==> src/rtl/reduction_pkg.sv <==
// Shared definitions for the bit-reduction pipeline: op encodings and helpers.
// Latency: n/a (package only).
// Backpressure: n/a (package only).
package reduction_pkg;

    localparam logic [1:0] OP_AND = 2'b00;
    localparam logic [1:0] OP_OR  = 2'b01;
    localparam logic [1:0] OP_XOR = 2'b10;

    // Identity element of the operator; the unused encoding 11 behaves as AND.
    function automatic logic op_identity(input logic [1:0] op);
        return (op == OP_OR || op == OP_XOR) ? 1'b0 : 1'b1;
    endfunction

    // Two-input application of the operator; 11 falls through to AND.
    function automatic logic op_combine(input logic [1:0] op, input logic a, input logic b);
        case (op)
            OP_OR:   return a | b;
            OP_XOR:  return a ^ b;
            default: return a & b;
        endcase
    endfunction

    // Number of nodes left after lvl rounds of radix-wide grouping.
    function automatic int level_width(input int dim, input int radix, input int lvl);
        int w;
        w = dim;
        for (int i = 0; i < lvl; i++) begin
            w = (w + radix - 1) / radix;
        end
        return w;
    endfunction

    // Tree depth: ceil(log_radix(dim)), never less than one register stage.
    function automatic int calc_levels(input int dim, input int radix);
        int w;
        int n;
        w = dim;
        n = 0;
        while (w > 1) begin
            w = (w + radix - 1) / radix;
            n++;
        end
        if (n < 1) begin
            n = 1;
        end
        return n;
    endfunction

endpackage

==> src/rtl/reduction_stage.sv <==
// One tree level: reduces each RADIX-bit group of data_in with op_in and registers it.
// Latency: 1 cycle; data/op load only when v_in=1, v_out follows v_in every cycle.
// Backpressure: none, accepts a sample every cycle.
module reduction_stage
    import reduction_pkg::*;
#(
    parameter int IN_W  = 4,
    parameter int RADIX = 4,
    localparam int OUT_W = (IN_W + RADIX - 1) / RADIX
) (
    input  logic             clk,
    input  logic             rst_n,
    input  logic             v_in,
    input  logic [0:IN_W-1]  data_in,
    input  logic [1:0]       op_in,
    output logic             v_out,
    output logic [0:OUT_W-1] data_out,
    output logic [1:0]       op_out
);

    localparam int PAD_W = OUT_W * RADIX;

    logic [0:PAD_W-1] padded;
    logic [0:OUT_W-1] reduced;

    // Pad the trailing group with the identity, then fold each group to one bit.
    always_comb begin
        logic acc;
        padded  = {PAD_W{op_identity(op_in)}};
        padded[0:IN_W-1] = data_in;
        reduced = '0;
        for (int g = 0; g < OUT_W; g++) begin
            acc = op_identity(op_in);
            for (int k = 0; k < RADIX; k++) begin
                acc = op_combine(op_in, acc, padded[g*RADIX+k]);
            end
            reduced[g] = acc;
        end
    end

    // Valid always advances; data and op hold unless a valid sample enters.
    always_ff @(posedge clk) begin
        if (!rst_n) begin
            v_out    <= 1'b0;
            data_out <= '0;
            op_out   <= OP_AND;
        end else begin
            v_out <= v_in;
            if (v_in) begin
                data_out <= reduced;
                op_out   <= op_in;
            end
        end
    end

endmodule

==> src/rtl/reduction_pipe.sv <==
// Pipelined masked AND/OR/XOR reduction of a DIMENSION-bit flag vector via a radix-RADIX tree.
// Latency: LEVELS cycles in_valid->out_valid; out holds between results. Optional sticky flag: REDUCTION_STICKY_EN.
// Backpressure: none, one result per accepted input, in order, 1 sample/cycle.
module reduction_pipe
    import reduction_pkg::*;
#(
    parameter int DIMENSION = 3,
    parameter int RADIX     = 4
) (
    input  logic                 clk,
    input  logic                 rst_n,
    input  logic                 in_valid,
    input  logic [0:DIMENSION-1] in,
    input  logic [0:DIMENSION-1] mask,
    input  logic [1:0]           op,
    output logic                 out_valid,
    output logic                 out
`ifdef REDUCTION_STICKY_EN
    ,
    output logic                 sticky,
    input  logic                 sticky_clr
`endif
);

    localparam int LEVELS = calc_levels(DIMENSION, RADIX);

    logic [0:DIMENSION-1] masked;
    logic [1:0]           last_op_unused;

    // Excluded bits become the operator's identity so they cannot affect the result.
    always_comb begin
        masked = '0;
        for (int i = 0; i < DIMENSION; i++) begin
            masked[i] = mask[i] ? op_identity(op) : in[i];
        end
    end

    for (genvar l = 0; l < LEVELS; l++) begin : g_lvl
        localparam int IN_W  = level_width(DIMENSION, RADIX, l);
        localparam int OUT_W = level_width(DIMENSION, RADIX, l + 1);

        logic             v_in_l;
        logic [0:IN_W-1]  d_in_l;
        logic [1:0]       op_in_l;
        logic             v;
        logic [0:OUT_W-1] d;
        logic [1:0]       o;

        if (l == 0) begin : g_first
            assign v_in_l  = in_valid;
            assign d_in_l  = masked;
            assign op_in_l = op;
        end else begin : g_next
            assign v_in_l  = g_lvl[l-1].v;
            assign d_in_l  = g_lvl[l-1].d;
            assign op_in_l = g_lvl[l-1].o;
        end

        reduction_stage #(
            .IN_W  (IN_W),
            .RADIX (RADIX)
        ) u_stage (
            .clk      (clk),
            .rst_n    (rst_n),
            .v_in     (v_in_l),
            .data_in  (d_in_l),
            .op_in    (op_in_l),
            .v_out    (v),
            .data_out (d),
            .op_out   (o)
        );
    end

    // The final level is one bit wide, so out comes straight off a register.
    assign out_valid      = g_lvl[LEVELS-1].v;
    assign out            = g_lvl[LEVELS-1].d[0];
    assign last_op_unused = g_lvl[LEVELS-1].o;

`ifdef REDUCTION_STICKY_EN
    // Latch any true result; a same-cycle set beats the clear so no hit is lost.
    always_ff @(posedge clk) begin
        if (!rst_n) begin
            sticky <= 1'b0;
        end else if (out_valid && out) begin
            sticky <= 1'b1;
        end else if (sticky_clr) begin
            sticky <= 1'b0;
        end
    end
`endif

endmodule
==> config.mk <==
export PLATFORM = sky130hd
export DESIGN_NAME = reduction_pipe
export DESIGN_NICKNAME = d
export VERILOG_FILES = /design/src/rtl/reduction_pkg.sv /design/src/rtl/reduction_stage.sv /design/src/rtl/reduction_pipe.sv
export SDC_FILE = /design/constraint.sdc
export NUM_CORES = 1
export LEC_CHECK = 0
export ABC_AREA = 0
export ABC_CLOCK_PERIOD_IN_PS = 2500
export CORE_AREA = 3 3 40 42
export DETAILED_ROUTE_END_ITERATION = 7
export DIE_AREA = 0 0 43 45
export PLACE_DENSITY = 0.62
export REMOVE_ABC_BUFFERS = 1
export SLEW_MARGIN = 30
export SYNTH_ARGS = -nofsm -noshare
export SYNTH_HDL_FRONTEND = slang
export SYNTH_HIERARCHICAL = 1
export SYNTH_SLANG_ARGS = --single-unit
==> constraint.sdc <==
create_clock -name clk -period 2.5 [get_ports clk]
set_input_delay 0.5 -clock clk [delete_from_list [all_inputs] [get_ports clk]]
set_output_delay 0.5 -clock clk [all_outputs]
set_load 0.02 [all_outputs]
==> results.yml, run 1 <==
timing:
  hold_ws_ns: 0.616
  setup_ws_ns: -0.0681
  rsz0062_at_grt: "true"
  finalCritPeriodShare_pct: 103
  hold_violations: 0
  finalCriticalPeriod_ns: 2.57
  fmax_mhz: 389
  skew_ns: 0
  slew_violations: 0
  tightest_slew_ns: 0.212
  relSlewSlack_pct: 85.8
  setup-violations-final: 1
clock_tree:
  clock_sinks: 2
  hold_buffers: 0
  cts_max_level: 1
  cts_tree: "done"
  clkLatencyLatePin_ns: 0.22
  clkSlewWorstSetupHoldPaths_ns: 0.03
  cts_buffer_depth: 2
  cts-buffers-inserted: 3
  root_buffer: "clkbuf_4"
layout:
  drive_above_1_share_pct: 38.2
  antenna_cells: 0
  design_area_um2: 543
  fill_cells: 131
  nNetsFinal: 75
  area_growth_pct: 95.5
status:
  failed_checks: "setup timing"
  status: "finished with violations"
critical_path:
  crit_required_ns: 2.61
  crit_fanout: 3
  startpoint_type: "primary input"
  critPathArrivalTime_ns: 2.68
  critical_path_class: "in2reg"
  critPathCaptureType: "register"
job:
  drv_cap: 0
power:
  leakage_nw: 0.264
  powerDensity_nw_per_um2: 384
  ir_worst_vdd_uv: 96.3
detailed_routing:
  viasPerCell: 4.14
  wl_per_cell_um: 9.04
  drt_iter0_markers: 2
  drc_errors: 0
  drtAntennaViolNets: 0
  route.final.wire_length_um: 633
  firstDrtPassIters: 4
  vias: 290
floorplan:
  die_x_um: 43
  row_count: 13
  die_height_um: 45
  ios: 13
  dieArea_um2: 1940
  initial_core_util_pct: 21.6
  fp.coreArea_um2: 1280
synth:
  synth_warnings: 6
  synth.avg_cell_area_um2: 8.42
  synth_area_um2: 278
  syn-instance-count: 33
placed_design:
  portBuffers: 12
  place_area_um2: 454
  routabilityCongestion: 0.651
hold_path:
  hold_class: "reg2reg"
global_route:
  grt_pass1_wl_um: 986
  grt_remaining_overflow: 0
  grt_use_total_pct: 6.98
  grt_pass1_vias: 254
  grt_max_degree: 5
  grt_antenna_before_repair: 0
==> power by group <==
group | switching [mW] | leakage, nW | internal (mW)
sequential | 0.000857 | 0.0165 | 0.0345
clock | 0.0169 | 0.0138 | 0.0529
combinational | 0.0413 | 0.233 | 0.0623
total | 0.0591 | 0.264 | 0.150
==> worst max-delay path, cell delays in order <==
cell and delay (ns):
buf_8 0.11, xnor2_4 0.14, mux2_4 0.28, inv_4 0.06, ha_4 0.19, a2bb2oi_2 0.14
o21a_1 0.13, ha_1 0.22, a21oi_1 0.12, o21ai_1 0.07, nand2_1 0.06, ha_1 0.23
a21oi_2 0.13, o21ai_1 0.07, a32o_1 0.21
==> layout make-up <==
class | instances | area, µm² | area share, %
Multi-Input combinational cell | 24 | 256 | 47.2
Timing Repair Buffer | 19 | 176 | 32.5
Sequential cell | 2 | 40.0 | 7.37
Inverter | 7 | 28.8 | 5.30
Clock buffer | 3 | 22.5 | 4.15
Tap cell | 15 | 18.8 | 3.46
==> cells in the final DEF (no fill, tap or decap), types with 2 or more instances in the layout <==
cell type        instances
mux2_4                   2
inv_1                    5
clkdlybuf4s50_1          6
ha_1                     6
o21ai_1                  2
clkdlybuf4s15_1          2
nand2_1                  2
clkbuf_4                 3
buf_4                    7
dlygate4sd2_1            2
dfxtp_1                  2
==> path summary, 6_finish.rpt <==
path | cells after the start | slack [ns] | endpoint | start
hold reg to reg | 2 | 0.62 | g_lvl[0].u_stage/data_out | g_lvl[0].u_stage/data_out
hold / removal | 2 | 0.62 | g_lvl[0].u_stage/data_out | g_lvl[0].u_stage/data_out
setup reg to reg | 2 | 1.77 | g_lvl[0].u_stage/data_out | g_lvl[0].u_stage/data_out
setup / recovery | 15 | -0.07 | g_lvl[0].u_stage/data_out | op[1]
==> flip-flops by register name, indices dropped and copies added, names as in the netlist <==
signal and flops:
g_lvl.u_stage/data_out 1, g_lvl.u_stage/v_out 1
==> routing by layer <==
layer	track usage (%)	share of wire (%)
met1	7.19	41
met2	12.6	54
met3	1.20	4.4
met4	5.42	0
met5	0	0
==> stage by stage <==
| step | std cells | power, mW | TNS (ns) | util, % | setup WS [ns] |
|---|---|---|---|---|---|
| after floorplan | 33 | 0.0804 | -0.166 | - | -0.166 |
| after global placement | 65 | 0.118 | -0.879 | 35.3 | -0.879 |
| after detailed placement | 65 | 0.120 | -0.925 | 35.3 | -0.925 |
| after CTS | 70 | 0.213 | -0.0767 | 42.3 | -0.0767 |
| after global routing | 70 | 0.223 | -0.218 | 42.3 | -0.218 |
| final | 70 | 0.209 | -0.0681 | 42.3 | -0.0681 |
==> repair_timing <==
| action | 4_1_cts | 5_1_grt |
|---|---|---|
| pin swaps | 10 | 1 |
| endpoints found under the setup margin | 1 | 1 |
| gates resized for setup | 29 | 0 |
| setup buffers | 2 | 0 |
| cloned | 0 | 0 |
(Power assumes the default switching activity.)
==> inputs of run 2 (changes only) <==
ABC_AREA = default   (was 0)
PLACE_DENSITY = 0.59   (was 0.62)
SETUP_SLACK_MARGIN = 0.3   (was default)
SYNTH_HIERARCHICAL = default   (was 1)
==> run 2 against run 1 <==
Effect of this change:
- the run still ends with setup timing left
- largest cell class unchanged
- sequential cell count is the same
- register-to-register slack about the same
- first-iteration DRC count is 50% lower
- largest power group unchanged
==> results.yml, run 2 <==
floorplan:
  die_height_um: 45
  die_x_um: 43
  fp.coreArea_um2: 1280
  initial_core_util_pct: 24.5
  ios: 13
  row_count: 13
  dieArea_um2: 1940
timing:
  slew_violations: 0
  finalCriticalPeriod_ns: 3.15
  hold_ws_ns: 0.594
  setup-violations-final: 1
  tns_ns: -0.651
  skew_ns: 0
  rsz0062_at_grt: "true"
  finalCritPeriodShare_pct: 126
  hold_violations: 0
  fmax_mhz: 317
  setup_ws_ns: -0.651
  relSlewSlack_pct: 85.9
  tightest_slew_ns: 0.206
clock_tree:
  cts_tree: "done"
  cts-buffers-inserted: 3
  cts_buffer_depth: 2
  clkLatencyLatePin_ns: 0.22
  hold_buffers: 0
  clkSlewWorstSetupHoldPaths_ns: 0.03
  cts_max_level: 1
  clock_sinks: 2
  root_buffer: "clkbuf_4"
layout:
  drive_above_1_share_pct: 38.1
  mostFrequentLayoutCells: "buf_4, clkdlybuf4s50_1, ha_1"
  design_area_um2: 596
  antenna_cells: 0
  reg_top3: "g_lvl.u_stage.data_out x1, g_lvl.u_stage.v_out x1"
  final_cells: 78
  final_core_util_pct: 46.3
  final_common_cell: "buf_4"
  nNetsFinal: 84
  area_growth_pct: 88.9
critical_path:
  critPathCaptureType: "register"
  startpoint_type: "primary input"
  crit_chain: "buf_8 > inv_4 > ha_4 > mux2i_1 > ha_1 > a221oi_2 > a21o_1 > ha_4 > a2bb2oi_2 > o21a_1 > ha_1 > a21oi_2 > o21ai_1 > nand2_1 > ha_1 > a21oi_1 > o21ai_1 > a32o_1"
  cpPeakStageDelay_ns: 0.30
  critical_path_class: "in2reg"
  crit_required_ns: 2.61
  path_buf_inv: 2
  cp_slowest_cell: "ha_1"
  crit_top_cell: "ha_1"
  crit_family: "compound AO/OA/AOI/OAI gates"
  critPathArrivalTime_ns: 3.26
  crit_fanout: 3
power:
  ir_worst_vdd_uv: 115
  p_switching_mw: 0.0707
  pwr-share-clk_pct: 30.7
  seq_power_share_pct: 15.1
  combPwrFrac_pct: 54.1
  p_int_mw: 0.162
  powerDensity_nw_per_um2: 390
  switching_share_pct: 30.4
  leakage_nw: 0.293
synth:
  ys.flop_type: "dfxtp_1"
  syn-instance-count: 38
  ys_seq_elements: 2
  yosysTopAreaCell: "ha_1"
  yosysSeqAreaShare_pct: 12.7
  synth_warnings: 0
  synth_area_um2: 315
  yosysTopAreaCellShare_pct: 31.7
  synthDistinctLibCells: 19
  synthXorXnorAreaFrac_pct: 0
  synth.avg_cell_area_um2: 8.30
  synth-simple-area-share_pct: 9.52
  ys_top_cells_by_area: "ha_1, dfxtp_1, inv_1"
  synth-edff-count: 0
  synthArstFlopShare_pct: 0
  synthAdderAreaFrac_pct: 31.7
  synthMuxAreaShare_pct: 11.1
  synth_common_cells: "ha_1, inv_1, a21oi_1, o21ai_1"
  yosys.cell_count.top_type: "ha_1"
  synth-compound-area-share_pct: 23.0
  synth_top_family_by_area: "adder cells"
placed_design:
  place_area_um2: 518
  portBuffers: 12
  routabilityCongestion: 0.718
  dpl.hpwl_um: 528
  dp.cells: 74
global_route:
  grt_pass1_vias: 325
  grt_remaining_overflow: 0
  grt_pass1_wl_um: 1160
  grt_max_degree: 10
  grt_use_total_pct: 8.31
  grt_antenna_before_repair: 0
detailed_routing:
  firstDrtPassIters: 4
  route.final.wire_length_um: 724
  wl_per_cell_um: 9.28
  drt_iter0_markers: 1
  viasPerCell: 4.47
  drc_errors: 0
  drtAntennaViolNets: 0
  vias: 349
status:
  failed_checks: "setup timing"
  status: "finished with violations"
job:
  drv_cap: 0
hold_path:
  hold_class: "reg2reg"
## run 2: path summary, 6_finish.rpt
path | slack (ns) | cells after the start | startpoint | endpoint
worst max-delay path | -0.65 | 18 | op[0] | g_lvl[0].u_stage.data_out
worst min-delay path | 0.59 | 2 | g_lvl[0].u_stage.data_out | g_lvl[0].u_stage.data_out
worst max register to register | 1.78 | 2 | g_lvl[0].u_stage.data_out | g_lvl[0].u_stage.data_out
worst min register to register | 0.59 | 2 | g_lvl[0].u_stage.data_out | g_lvl[0].u_stage.data_out
## run 2: logic make-up (layout without fill, tap and decap cells)
| logic type | count (synthesis) | in the layout |
|---|---|---|
| AOI/OAI and AO/OA | 11 | 11 |
| adders and majority gates | 8 | 8 |
| buffers and inverters | 8 | 33 |
| and+or+nand+nor | 6 | 6 |
| muxes | 3 | 3 |
| DFF | 2 | 2 |
## run 2: per-stage QoR
step                total power [mW]  setup WS, ns
floorplan                     0.0896         -1.05
global placement               0.140         -1.57
detailed placement             0.141         -1.59
CTS                            0.229        -0.645
global route                   0.256        -0.846
finish                         0.233        -0.651
## run 2: layout make-up
type	instances	area [µm²]
clock buffers	3	22.5
fillers	137	689
inverters	7	28.8
multi-input cells	28	279
flip-flops and latches	2	40.0
well taps	15	18.8
repair buffers	23	206
## run 2: worst reg2reg max path: cells and delay by family (launching register included)
family | cells | cell delay, ns
flip-flops | 1 | 0.29
AO/OA/AOI/OAI | 1 | 0.19
AND/OR/NAND/NOR | 1 | 0.12
## run 2: what timing repair did
action | 4_1_cts | 5_1_grt
setup buffers | 1 | 0
resized for setup | 18 | 3
hold endpoints to repair | 0 | 0
pin swaps | 12 | 4
endpoints found under the setup margin | 1 | 1
## run 2: power groups by stage
| stage | clock network (mW) | logic (mW) | registers, mW |
|---|---|---|---|
| floorplan | 0 | 0.0511 | 0.0385 |
| global placement | 0 | 0.105 | 0.0355 |
| detailed placement | 0 | 0.105 | 0.0355 |
| CTS | 0.0770 | 0.117 | 0.0351 |
| global route | 0.0784 | 0.142 | 0.0356 |
| finish | 0.0715 | 0.126 | 0.0352 |
## run 2: layer usage
metal  vias to the layer above  track usage (%)  wire length, µm
met2                         8             15.0              392
met1                       159             7.66              300
met5                         -                0                0
met4                         0             7.23                0
li1                        182                -                -
met3                         0             2.39               30
==> inputs of run 3 (changes only) <==
PLACE_DENSITY = default   (was 0.59)
==> run 3 against run 2 <==
Effect of this change:
- the run still ends with setup timing left
- routed wire length up 1.8%
- first-iteration DRC count rose to 3.0 times the previous value
- critical path type unchanged
- utilization rose by 0.58 points
- die area stayed put
- maximum frequency shrank 1.5%
- clock power fell by 1%
- non-clock buffer count unchanged
- power rose by 1.7%
- highest routed layer is now met4
- sequential cell count unchanged
- largest power group unchanged
- global-route usage up 1.0 points
==> results.yml, run 3 (same netlist as run 2, synthesis figures left out) <==
timing:
  slew_violations: 0
  relSlewSlack_pct: 82.1
  tightest_slew_ns: 0.268
  skew_ns: 0
  rsz0062_at_grt: "true"
  setup-violations-final: 1
  setup_ws_ns: -0.700
  hold_violations: 0
  finalCritPeriodShare_pct: 128
  fmax_mhz: 313
  finalCriticalPeriod_ns: 3.20
clock_tree:
  cts_tree: "done"
  cts_max_level: 1
  clock_sinks: 2
  cts-buffers-inserted: 3
  hold_buffers: 0
  clkSlewWorstSetupHoldPaths_ns: 0.03
  clkLatencyLatePin_ns: 0.22
  cts_buffer_depth: 2
  root_buffer: "clkbuf_4"
layout:
  mostFrequentLayoutCells: "buf_4, clkdlybuf4s50_1, ha_1"
  nNetsFinal: 84
  drive_above_1_share_pct: 41.3
  area_growth_pct: 91.3
  reg_top3: "g_lvl.u_stage.data_out x1, g_lvl.u_stage.v_out x1"
  final_cells: 78
  antenna_cells: 0
  final_common_cell: "buf_4"
detailed_routing:
  drc_errors: 0
  wl_met1_um: 295
  top_layer: "met4"
  firstDrtPassIters: 4
  drtAntennaViolNets: 0
  vias: 346
  drt_iter0_markers: 3
  wl_per_cell_um: 9.45
  met2WireLength_um: 381
  wl_met3_um: 46
  route.final.wire_length_um: 737
  viasPerCell: 4.44
floorplan:
  fp.coreArea_um2: 1280
  die_height_um: 45
  initial_core_util_pct: 24.5
  dieArea_um2: 1940
  die_x_um: 43
  row_count: 13
  ios: 13
global_route:
  grt_use_total_pct: 9.30
  grt_pass1_vias: 372
  grt_antenna_before_repair: 0
  grt_max_degree: 8
  grt_remaining_overflow: 0
  grt_pass1_wl_um: 1330
power:
  powerDensity_nw_per_um2: 392
  power_mw: 0.237
  pwr-share-clk_pct: 29.9
  ir_worst_vdd_uv: 146
  combPwrFrac_pct: 55.3
  switching_share_pct: 30.7
  p_int_mw: 0.164
  seq_power_share_pct: 14.9
  p_switching_mw: 0.0726
  leakage_nw: 0.292
placed_design:
  dpl.hpwl_um: 546
  routabilityCongestion: 0.721
  portBuffers: 12
  dp.cells: 73
critical_path:
  crit_required_ns: 2.61
  path_buf_inv: 1
  crit_top_cell: "ha_1"
  cp_slowest_cell: "a221oi_2"
  critPathCaptureType: "register"
  critPathArrivalTime_ns: 3.31
  startpoint_type: "primary input"
  crit_chain: "buf_6 > ha_4 > mux2i_2 > ha_1 > a221oi_2 > a21o_1 > ha_4 > a2bb2oi_2 > o21a_1 > ha_1 > a21oi_2 > o21ai_1 > nand2_1 > ha_1 > a21oi_2 > o21ai_1 > a32o_1"
  cpPeakStageDelay_ns: 0.31
  crit_family: "compound AO/OA/AOI/OAI gates"
  critical_path_class: "in2reg"
  crit_fanout: 3
status:
  failed_checks: "setup timing"
  status: "finished with violations"
job:
  drv_cap: 0
hold_path:
  hold_class: "reg2reg"
==> run 3: repair_timing <==
| item | CTS | global route |
|---|---|---|
| gates cloned | 0 | 0 |
| resized for setup | 20 | 3 |
| setup endpoints to repair | 1 | 1 |
| buffers inserted | 2 | 0 |
| pin swaps | 12 | 4 |
==> run 3: final timing paths <==
| kind | from | endpoint | slack [ns] | depth (start not counted) |
|---|---|---|---|---|
| hold reg to reg | g_lvl[0].u_stage.data_out | g_lvl[0].u_stage.data_out | 0.59 | 2 |
| setup reg to reg | g_lvl[0].u_stage.data_out | g_lvl[0].u_stage.data_out | 1.79 | 2 |
| setup / recovery | op[1] | g_lvl[0].u_stage.data_out | -0.70 | 17 |
| hold / removal | g_lvl[0].u_stage.data_out | g_lvl[0].u_stage.data_out | 0.59 | 2 |
==> run 3: worst min-delay path, cell delays in order (launching register included) <==
cell and delay [ns]:
dfxtp_1 0.31, nor2b_1 0.13, a32o_1 0.12
==> run 3: power by group through the flow <==
stage / sequential [mW] / combinational, mW / clock, mW
floorplan: 0.0385 / 0.0511 / 0
global placement: 0.0356 / 0.101 / 0
detailed placement: 0.0356 / 0.104 / 0
CTS: 0.0352 / 0.125 / 0.0754
global route: 0.0356 / 0.146 / 0.0797
finish: 0.0352 / 0.131 / 0.0706
==> run 3: metal layers <==
| metal | global-route usage [%] | up-vias |
|---|---|---|
| li1 | - | 185 |
| met3 | 3.59 | 2 |
| met1 | 7.89 | 149 |
| met2 | 18.3 | 10 |
| met5 | 0 | - |
| met4 | 5.42 | 0 |
==> run 3: final cells by class <==
| class | count | area, µm² |
|---|---|---|
| multi-input cells | 28 | 287 |
| inverters | 7 | 28.8 |
| fillers | 124 | 682 |
| flip-flops and latches | 2 | 40.0 |
| well taps | 15 | 18.8 |
| repair buffers | 23 | 206 |
| clock buffers | 3 | 22.5 |
==> run 3: per-stage QoR <==
step	worst slack (ns)	util, %	setup TNS (ns)	cell area, µm²	hold WS, ns
after floorplan	-1.05	-	-1.05	304	0.626
after global placement	-1.58	39.7	-1.58	510	0.590
after detailed placement	-1.62	39.7	-1.62	510	0.581
after CTS	-0.676	46.1	-0.676	592	0.595
after global routing	-0.848	46.9	-0.848	603	0.648
final	-0.700	46.9	-0.700	603	0.587
